--- src/rtl/booth_seq_divider_pkg.sv ---
// Shared definitions for the sequential signed divider: FSM encoding,
// default operand width and the iteration-counter sizing helper.
package booth_seq_divider_pkg;

  localparam int DEFAULT_WIDTH = 8;

  typedef enum logic [1:0] {
    ST_IDLE = 2'd0,
    ST_LOAD = 2'd1,
    ST_ITER = 2'd2,
    ST_FIX  = 2'd3
  } state_t;

  // Counter must hold 0..width so the last iteration index is representable.
  function automatic int cnt_width(input int width);
    return $clog2(width + 1);
  endfunction

endpackage

--- src/rtl/booth_seq_divider_div_nr_step.sv ---
// One combinational non-restoring division step on unsigned magnitudes:
// shift {P,Q} left, add or subtract the divisor, shift in the new quotient bit.
module booth_seq_divider_div_nr_step #(
  parameter int WIDTH = 8
) (
  input  logic [WIDTH:0]   p,
  input  logic [WIDTH-1:0] q,
  input  logic [WIDTH:0]   dvs_mag,
  output logic [WIDTH:0]   p_next,
  output logic [WIDTH-1:0] q_next
);

  logic [WIDTH:0] p_shift;

  assign p_shift = {p[WIDTH-1:0], q[WIDTH-1]};
  // The add/subtract choice follows the sign of P before the shift.
  assign p_next  = p[WIDTH] ? (p_shift + dvs_mag) : (p_shift - dvs_mag);
  assign q_next  = {q[WIDTH-2:0], ~p_next[WIDTH]};

endmodule

--- src/rtl/booth_seq_divider.sv ---
// Sequential signed divider: one non-restoring step per clock, quotient
// truncated toward zero, remainder taking the sign of the dividend.
module booth_seq_divider
  import booth_seq_divider_pkg::*;
#(
  parameter int WIDTH = DEFAULT_WIDTH
) (
  input  logic             clk,
  input  logic             rst_n,
  input  logic             start,
  input  logic [WIDTH-1:0] dividend,
  input  logic [WIDTH-1:0] divisor,
  output logic [WIDTH-1:0] quotient,
  output logic [WIDTH-1:0] remainder,
  output logic             busy,
  output logic             done,
  output logic             div_by_zero
);

  localparam int CW = cnt_width(WIDTH);

  state_t           state;
  logic [CW-1:0]    cnt;
  logic [WIDTH-1:0] dvd_r;
  logic [WIDTH-1:0] dvs_r;
  logic [WIDTH:0]   p;
  logic [WIDTH-1:0] q;
  logic [WIDTH:0]   dvs_mag;
  logic             q_neg;
  logic             r_neg;
  logic             fin;
  logic             zero_fin;

  // Magnitudes are WIDTH+1 bits so |most-negative| is representable.
  logic [WIDTH:0]   dvd_ext;
  logic [WIDTH:0]   dvs_ext;
  logic [WIDTH:0]   dvd_abs;
  logic [WIDTH:0]   dvs_abs;
  logic [WIDTH:0]   p_fix;
  logic [WIDTH:0]   p_step;
  logic [WIDTH-1:0] q_step;

  assign dvd_ext = {dvd_r[WIDTH-1], dvd_r};
  assign dvs_ext = {dvs_r[WIDTH-1], dvs_r};
  assign dvd_abs = dvd_ext[WIDTH] ? -dvd_ext : dvd_ext;
  assign dvs_abs = dvs_ext[WIDTH] ? -dvs_ext : dvs_ext;
  assign p_fix   = p[WIDTH] ? (p + dvs_mag) : p;

  booth_seq_divider_div_nr_step #(
    .WIDTH (WIDTH)
  ) u_step (
    .p       (p),
    .q       (q),
    .dvs_mag (dvs_mag),
    .p_next  (p_step),
    .q_next  (q_step)
  );

  // NOTE: every state and datapath register sits in this one clocked block and
  // is updated with <=, so all right-hand sides see pre-edge values.
  // NOTE: internal registers are reset too, so no output can ever leak an X.
  always_ff @(posedge clk or negedge rst_n) begin
    if (!rst_n) begin
      state       <= ST_IDLE;
      cnt         <= '0;
      dvd_r       <= '0;
      dvs_r       <= '0;
      p           <= '0;
      q           <= '0;
      dvs_mag     <= '0;
      q_neg       <= 1'b0;
      r_neg       <= 1'b0;
      fin         <= 1'b0;
      zero_fin    <= 1'b0;
      quotient    <= '0;
      remainder   <= '0;
      busy        <= 1'b0;
      done        <= 1'b0;
      div_by_zero <= 1'b0;
    end else begin
      done <= 1'b0;

      // Results land on the outputs one cycle after the FSM finishes.
      if (fin) begin
        fin      <= 1'b0;
        zero_fin <= 1'b0;
        busy     <= 1'b0;
        done     <= 1'b1;
        if (zero_fin) begin
          quotient    <= '1;
          remainder   <= dvd_r;
          div_by_zero <= 1'b1;
        end else begin
          quotient  <= q_neg ? -q : q;
          remainder <= r_neg ? -p[WIDTH-1:0] : p[WIDTH-1:0];
        end
      end

      case (state)
        ST_IDLE: begin
          // busy is still high during the result-publish cycle, so a start
          // there is ignored; the cycle that shows done has busy low.
          if (start && !busy) begin
            dvd_r       <= dividend;
            dvs_r       <= divisor;
            busy        <= 1'b1;
            div_by_zero <= 1'b0;
            state       <= ST_LOAD;
          end
        end
        ST_LOAD: begin
          if (dvs_r == '0) begin
            fin      <= 1'b1;
            zero_fin <= 1'b1;
            state    <= ST_IDLE;
          end else begin
            dvs_mag <= dvs_abs;
            q       <= dvd_abs[WIDTH-1:0];
            q_neg   <= dvd_r[WIDTH-1] ^ dvs_r[WIDTH-1];
            r_neg   <= dvd_r[WIDTH-1];
            p       <= '0;
            cnt     <= '0;
            state   <= ST_ITER;
          end
        end
        ST_ITER: begin
          p   <= p_step;
          q   <= q_step;
          cnt <= cnt + CW'(1);
          if (cnt == CW'(WIDTH - 1)) state <= ST_FIX;
        end
        ST_FIX: begin
          p     <= p_fix;
          fin   <= 1'b1;
          state <= ST_IDLE;
        end
        default: state <= ST_IDLE;
      endcase
    end
  end

endmodule

--- config.mk ---
export PLATFORM = sky130hd
export DESIGN_NAME = booth_seq_divider
export DESIGN_NICKNAME = d
export VERILOG_FILES = /design/src/rtl/booth_seq_divider_pkg.sv /design/src/rtl/booth_seq_divider_div_nr_step.sv /design/src/rtl/booth_seq_divider.sv
export SDC_FILE = /design/constraint.sdc
export NUM_CORES = 1
export LEC_CHECK = 0
export CAP_MARGIN = 20
export CORE_MARGIN = 2
export CORE_UTILIZATION = 53
export CTS_CLUSTER_DIAMETER = 60
export DETAILED_ROUTE_END_ITERATION = 12
export PLACE_DENSITY = 0.84
export SLEW_MARGIN = 20
export SYNTH_ARGS = -nofsm -noshare
export SYNTH_HDL_FRONTEND = slang
export SYNTH_HIERARCHICAL = 1
export SYNTH_SLANG_ARGS = --single-unit
--- constraint.sdc ---
create_clock -name clk -period 2.8 [get_ports clk]
set_input_delay 0.56 -clock clk [delete_from_list [all_inputs] [get_ports clk]]
set_output_delay 0.56 -clock clk [all_outputs]
set_load 0.02 [all_outputs]
Word-level counts from Yosys, hierarchy flattened
Index checks and enable logic that the tools add are counted.

Reduce and logical (&&, ||, !) cells: 12. Muxes and demuxes: 31. Equal/unequal tests: 8. Bitwise logic cells: 3. Shift operators: 0. Magnitude comparators: 0. Divide/modulo/power cells: 0. $mul: 0. Add/sub/neg operators: 8.

Operators with widths (number): 8-bit two-way mux (6); 9-bit two-way mux (4); 9-bit case mux with 3 select lines (1); 8-bit negator (3); 9-bit adder (2); 8-bit case mux with 2 select lines (1); 1-bit two-way mux (12); 2-bit AND reduction (5); 9-bit negator (1); 9-bit subtractor (1); 8-bit logical NOT (1); 2-bit inequality test, second input constant (4); 2-bit case mux with 4 select lines (1); 4-bit case mux with 2 select lines (1); 2-bit two-way mux (3); 4-bit by 1-bit adder with 4-bit output, second input constant (1); 2-bit == test, second input constant (2); 4-bit by 3-bit == test with 1-bit output, second input constant (1); 4-bit two-way mux (1); 3-bit AND reduction (1); 3-bit nonzero test (1); 2-bit by 1-bit == test with 1-bit output, second input constant (1); 2-bit logical NOT (1); 1-bit inverter (2); 5 further kinds (5).

Input bits: 19. Output and inout port bits: 19. Flip-flop bits (word level): 71. Memories: 0. Memory bits (writable): 0. ROM bits: 0. Bits in latches: 0.

Logic depth before layout (Yosys ltp)
Depth after elaboration: 4. Gate-level depth with buffers: 14. Mapped depth without buffers: 14.

Modules after synthesis
Netlist, hierarchy kept.

By module, submodules not included: booth_seq_divider (area an instance 3867.5 um^2, sequential area each 1776.7 um^2, times used 1, cells each 382); booth_seq_divider_div_nr_step (area an instance 580.6 um^2, sequential area each 0.0 um^2, times used 1, cells each 75).

Least setup slack after synthesis
Ideal clock, no wire load.

Path kind: register to register. Start point: register dvs_mag[1]. End point: register p[8]. Data arrival time: 2.526 ns. Path slack: 0.149 ns. Period minus slack after synthesis: 2.651 ns. Cell stages (with the launch flop): 14. Required time: 2.675 ns. Cell sequence: dfrtp_1 > inv_1 > ha_1 > mux2_2 > inv_1 > fa_1 > nor2b_4 > o31a_1 > nand2b_4 > a31oi_4 > xor2_1 > a32o_1 > a311oi_1 > nand2_1.

Word-level cells in the longest chain between the ends: 3. Elaborated cells between the ends (all ways): 6.

RTL lines: start, declared (RTL line booth_seq_divider.sv:28) `logic [WIDTH:0] dvs_mag;`; start signal, assigned (RTL line booth_seq_divider.sv:117) `dvs_mag <= dvs_abs;`; 9-bit subtractor / 9-bit adder (equally long branches) (RTL line booth_seq_divider_div_nr_step.sv:17) `assign p_next = p[WIDTH] ? (p_shift + dvs_mag) : (p_shift - dvs_mag);`; 9-bit two-way mux (*) (RTL line booth_seq_divider_div_nr_step.sv:17); net p_step[8] (RTL line booth_seq_divider.sv:40) `logic [WIDTH:0] p_step;`; 9-bit case mux with 3 select lines (*) (RTL line booth_seq_divider.sv:99) `case (state)`; end signal, assigned (RTL line booth_seq_divider.sv:127) `p <= p_step;`; end signal, assigned (RTL line booth_seq_divider.sv:133) `p <= p_fix;`; end, declared (RTL line booth_seq_divider.sv:26) `logic [WIDTH:0] p;`.

The timed path passes the listed nets; every way through them passes the cells marked *. The select of a mux whose other input is x is not followed. A chain may end at the register's enable or synchronous reset.

Worst setup path after layout
Start point: register dvs_mag[0]. End point: register p[8].

The elaborated chain is that of the path after synthesis.

==> key figures <==
Yosys
  – Most common cell in the netlist: dfrtp_1
  – Synthesized Nets: 500
  – Sequential fraction of the synthesis area: between 30% and 40%
  – Cell taking the most area after synthesis: dfrtp_1
  – Synth top area cells: dfrtp_1 (40%), ha_1 (6.2%), mux2_2 (5.1%)
  – Syn Inst Count: between 400 and 500
  – Synth Register Bits: ~70
  – Area share of the largest cell type after synthesis: around 40%
  – EDFF count, synth: 0
  – Asr flop ratio synth: between 90% and 100%
  – Ys flop type: dfrtp_1
  – Yosys cell types: 64
  – Most frequent cells after synthesis: dfrtp_1 (71), nand2_1 (45), o21ai_0 (39)
  – Cell Area, Synth: between 4000 and 5000 µm²
  – Synth Warn #: 6
  – Post-Syn Area per Cell: roughly 10 µm²

Pwr
  – Seq pwr share: 30.6%
  – Clock share of power: between 10 and 15%
  – Total power: 7.23 mW
  – Maximum vdd drop: roughly 560 µV
  – Pleak: about 2.2 nW
  – Pwr Density: 1420 nW/µm²
  – Cell Int Power: between 3 and 4 mW
  – Combinational power share: between 50% and 60%
  – Psw: 3.25 mW
  – Sw Share: between 40% and 50%

Placed design
  – Count of input and output buffers: 37
  – Gpl congestion: about 0.95
  – Dpl hpwl: 7.34 mm

Floorplan
  – Die Y: 95.6 µm
  – Io pins: 38
  – Die span in x: roughly 96 µm
  – Starting Density: 54.4%
  – Core Box Area: 8180 µm²
  – Rows: 33
  – Die area: 9140 µm²

Setup path
  – RR Endpoint: p[8]
  – Kind of critical path: register to register
  – Critical Path Sink Type: register
  – R2R Setup Slk: approximately 0.084 ns
  – Highest fanout seen on the critical path: 3
  – Reg2Reg Depth: 14
  – CP required: roughly 3.1 ns
  – CP startpoint kind: register
  – Critical Path AT: 2.96 ns
  – Reg2reg start: dvs_mag[0]

Detailed routing
  – DRT Pass-1 Iters: 6
  – Count of antenna-violating nets left after detailed routing: 0
  – Drt total wl: 9.90 mm
  – Wire length per cell: between 15 and 20 µm
  – Vias per cell: roughly 5.8
  – Iteration-0 DRC Markers: 230
  – Residual DRC: 0
  – DR vias: roughly 3,500

Global route
  – Number of global-route vias before repair: 3,380
  – Initial antenna violation count: 0
  – First-pass GRT wire length: ~16 mm
  – Largest net degree at the start of global routing: 39
  – Grt ovf: 0
  – Total track usage: 23.7%

STA
  – Fmax: 368 MHz
  – Clock skew: between 0.01 and 0.015 ns
  – Final setup viols: 0
  – Slew HR: between 50% and 60%
  – Hold Fails Final Rpt: 0
  – WHS: 0.197 ns
  – Worst slew pin tran: 0.726 ns
  – Final Max Tran Viols: 0
  – RSZ-0062 raised after global routing: yes
  – Crit path time final: 2.72 ns
  – Tcrit/Tclk final: between 90% and 100%

Flow run
  – Max Cap Viol: 0

Clocking
  – Largest buffer count on any clock path: 2
  – Clock latency on the worst-skew pair: 0.36 ns
  – Total CTS buffers: 9
  – TritonCTS sink count: between 70 and 80
  – Clk slew on worst S/H paths: roughly 0.080 ns
  – CTS tree: done
  – H-Tree Depth: 3
  – CTS Hold Bufs: 0
  – Clock Tree Root: clkbuf_8

Finish
  – Synthesis-to-layout area growth: 14.7%
  – ANT cells: 0
  – Nets: 530
  – Proportion of layout cells with a drive suffix above 1: between 10 and 15%

Worst hold path
  – HP Class: primary input to async pin

Run status
  – Outcome: finished, final reports clean
## per-layer routing
layer	global-route usage (%)	wire length (µm)	vias up
met2	39.0	4910	105
met1	30.9	4290	1677
li1	-	-	1661
met5	0	0	-
met4	9.52	150	0
met3	4.35	551	14
## cells by family (layout without fill, tap and decap cells)
| kind of cell | after synthesis | after routing | synth area share (%) |
|---|---|---|---|
| XOR/XNOR | 41 | 41 | 8.07 |
| multiplexers | 28 | 28 | 6.86 |
| AND/OR/NAND/NOR | 128 | 128 | 15.1 |
| buffers and inverters | 55 | 89 | 5.60 |
| flip-flops | 71 | 71 | 39.9 |
| AO/OA/AOI/OAI | 110 | 110 | 17.3 |
| adder cells (fa/ha/maj) | 24 | 24 | 7.09 |
## timing repair
item | 4_1_cts | 5_1_grt
endpoints found under the setup margin | 1 | 2
setup buffers | 0 | 3
gates resized for setup | 1 | 3
pin swaps | 0 | 5
## sequential cells by signal, indices dropped and copies added, names as in the netlist, named ones only
signal       flops
dvs_mag          9
p                9
dvd_r            8
dvs_r            8
q                8
quotient         8
remainder        8
cnt              4
busy             1
div_by_zero      1
done             1
fin              1
q_neg            1
r_neg            1
state            1
zero_fin         1
## how the worst max path moves through the flow
| stage | end | startpoint | slack [ns] |
|---|---|---|---|
| CTS | p[8] | dvs_mag[1] | 0.02 |
| finish | p[8] | dvs_mag[0] | 0.08 |
| floorplan | p[8] | dvs_mag[1] | 0.15 |
| global placement | p[8] | dvs_mag[2] | 0.13 |
| detailed placement | p[8] | dvs_mag[2] | 0.01 |
| global route | p[8] | dvs_mag[0] | -0.07 |
## cell usage in the layout (no fill, tap or decap), drive strengths merged, types with 8 or more instances in the layout
cell,instances
a21oi,18
buf,11
clkbuf,9
clkdlybuf4s50,36
dfrtp,71
ha,22
inv,27
mux2,20
mux2i,8
nand2,45
nand2b,9
nor2,33
o21ai,45
xnor2,22
xor2,19
## power by group through the flow
stage / clock (mW) / combinational, mW / sequential (mW)
3_5_place_dp: 0 / 4.07 / 2.20
3_3_place_gp: 0 / 3.94 / 2.18
5_1_grt: 0.871 / 4.66 / 2.28
6_report: 0.803 / 4.21 / 2.21
4_1_cts: 0.817 / 4.11 / 2.19
2_1_floorplan: 0 / 3.19 / 2.05
## critical path: stages (launching register included)
cell and delay (ns):
dfrtp_1 0.40, inv_1 0.06, ha_1 0.16, nor3b_4 0.23, nor2_1 0.08, xnor2_1 0.13, ha_1 0.33, o21a_1 0.12
o31a_1 0.13, nand2b_4 0.16, a31oi_4 0.21, xor2_1 0.09, a32o_1 0.23, a311oi_2 0.20, nand2_1 0.09
## area by class of cell
| type | count | area [µm²] |
|---|---|---|
| clock inverters | 6 | 62.6 |
| multi-input cells | 331 | 2450 |
| well taps | 105 | 131 |
| repair buffers | 47 | 453 |
| inverters | 27 | 101 |
| fillers | 672 | 3070 |
| flip-flops and latches | 71 | 1780 |
| clock buffers | 9 | 124 |
## per-stage QoR
stage               utilization (%)  std cells  setup WS (ns)  TNS [ns]  area, µm²
floorplan                         -        457          0.149         0       4450
global placement               59.6        578          0.130         0       4870
detailed placement             59.6        578         0.0145         0       4870
CTS                            61.9        593         0.0209         0       5060
global route                   62.4        596        -0.0697    -0.106       5100
finish                         62.4        596         0.0843         0       5100
Note: power is estimated with default switching activity, not from simulation.
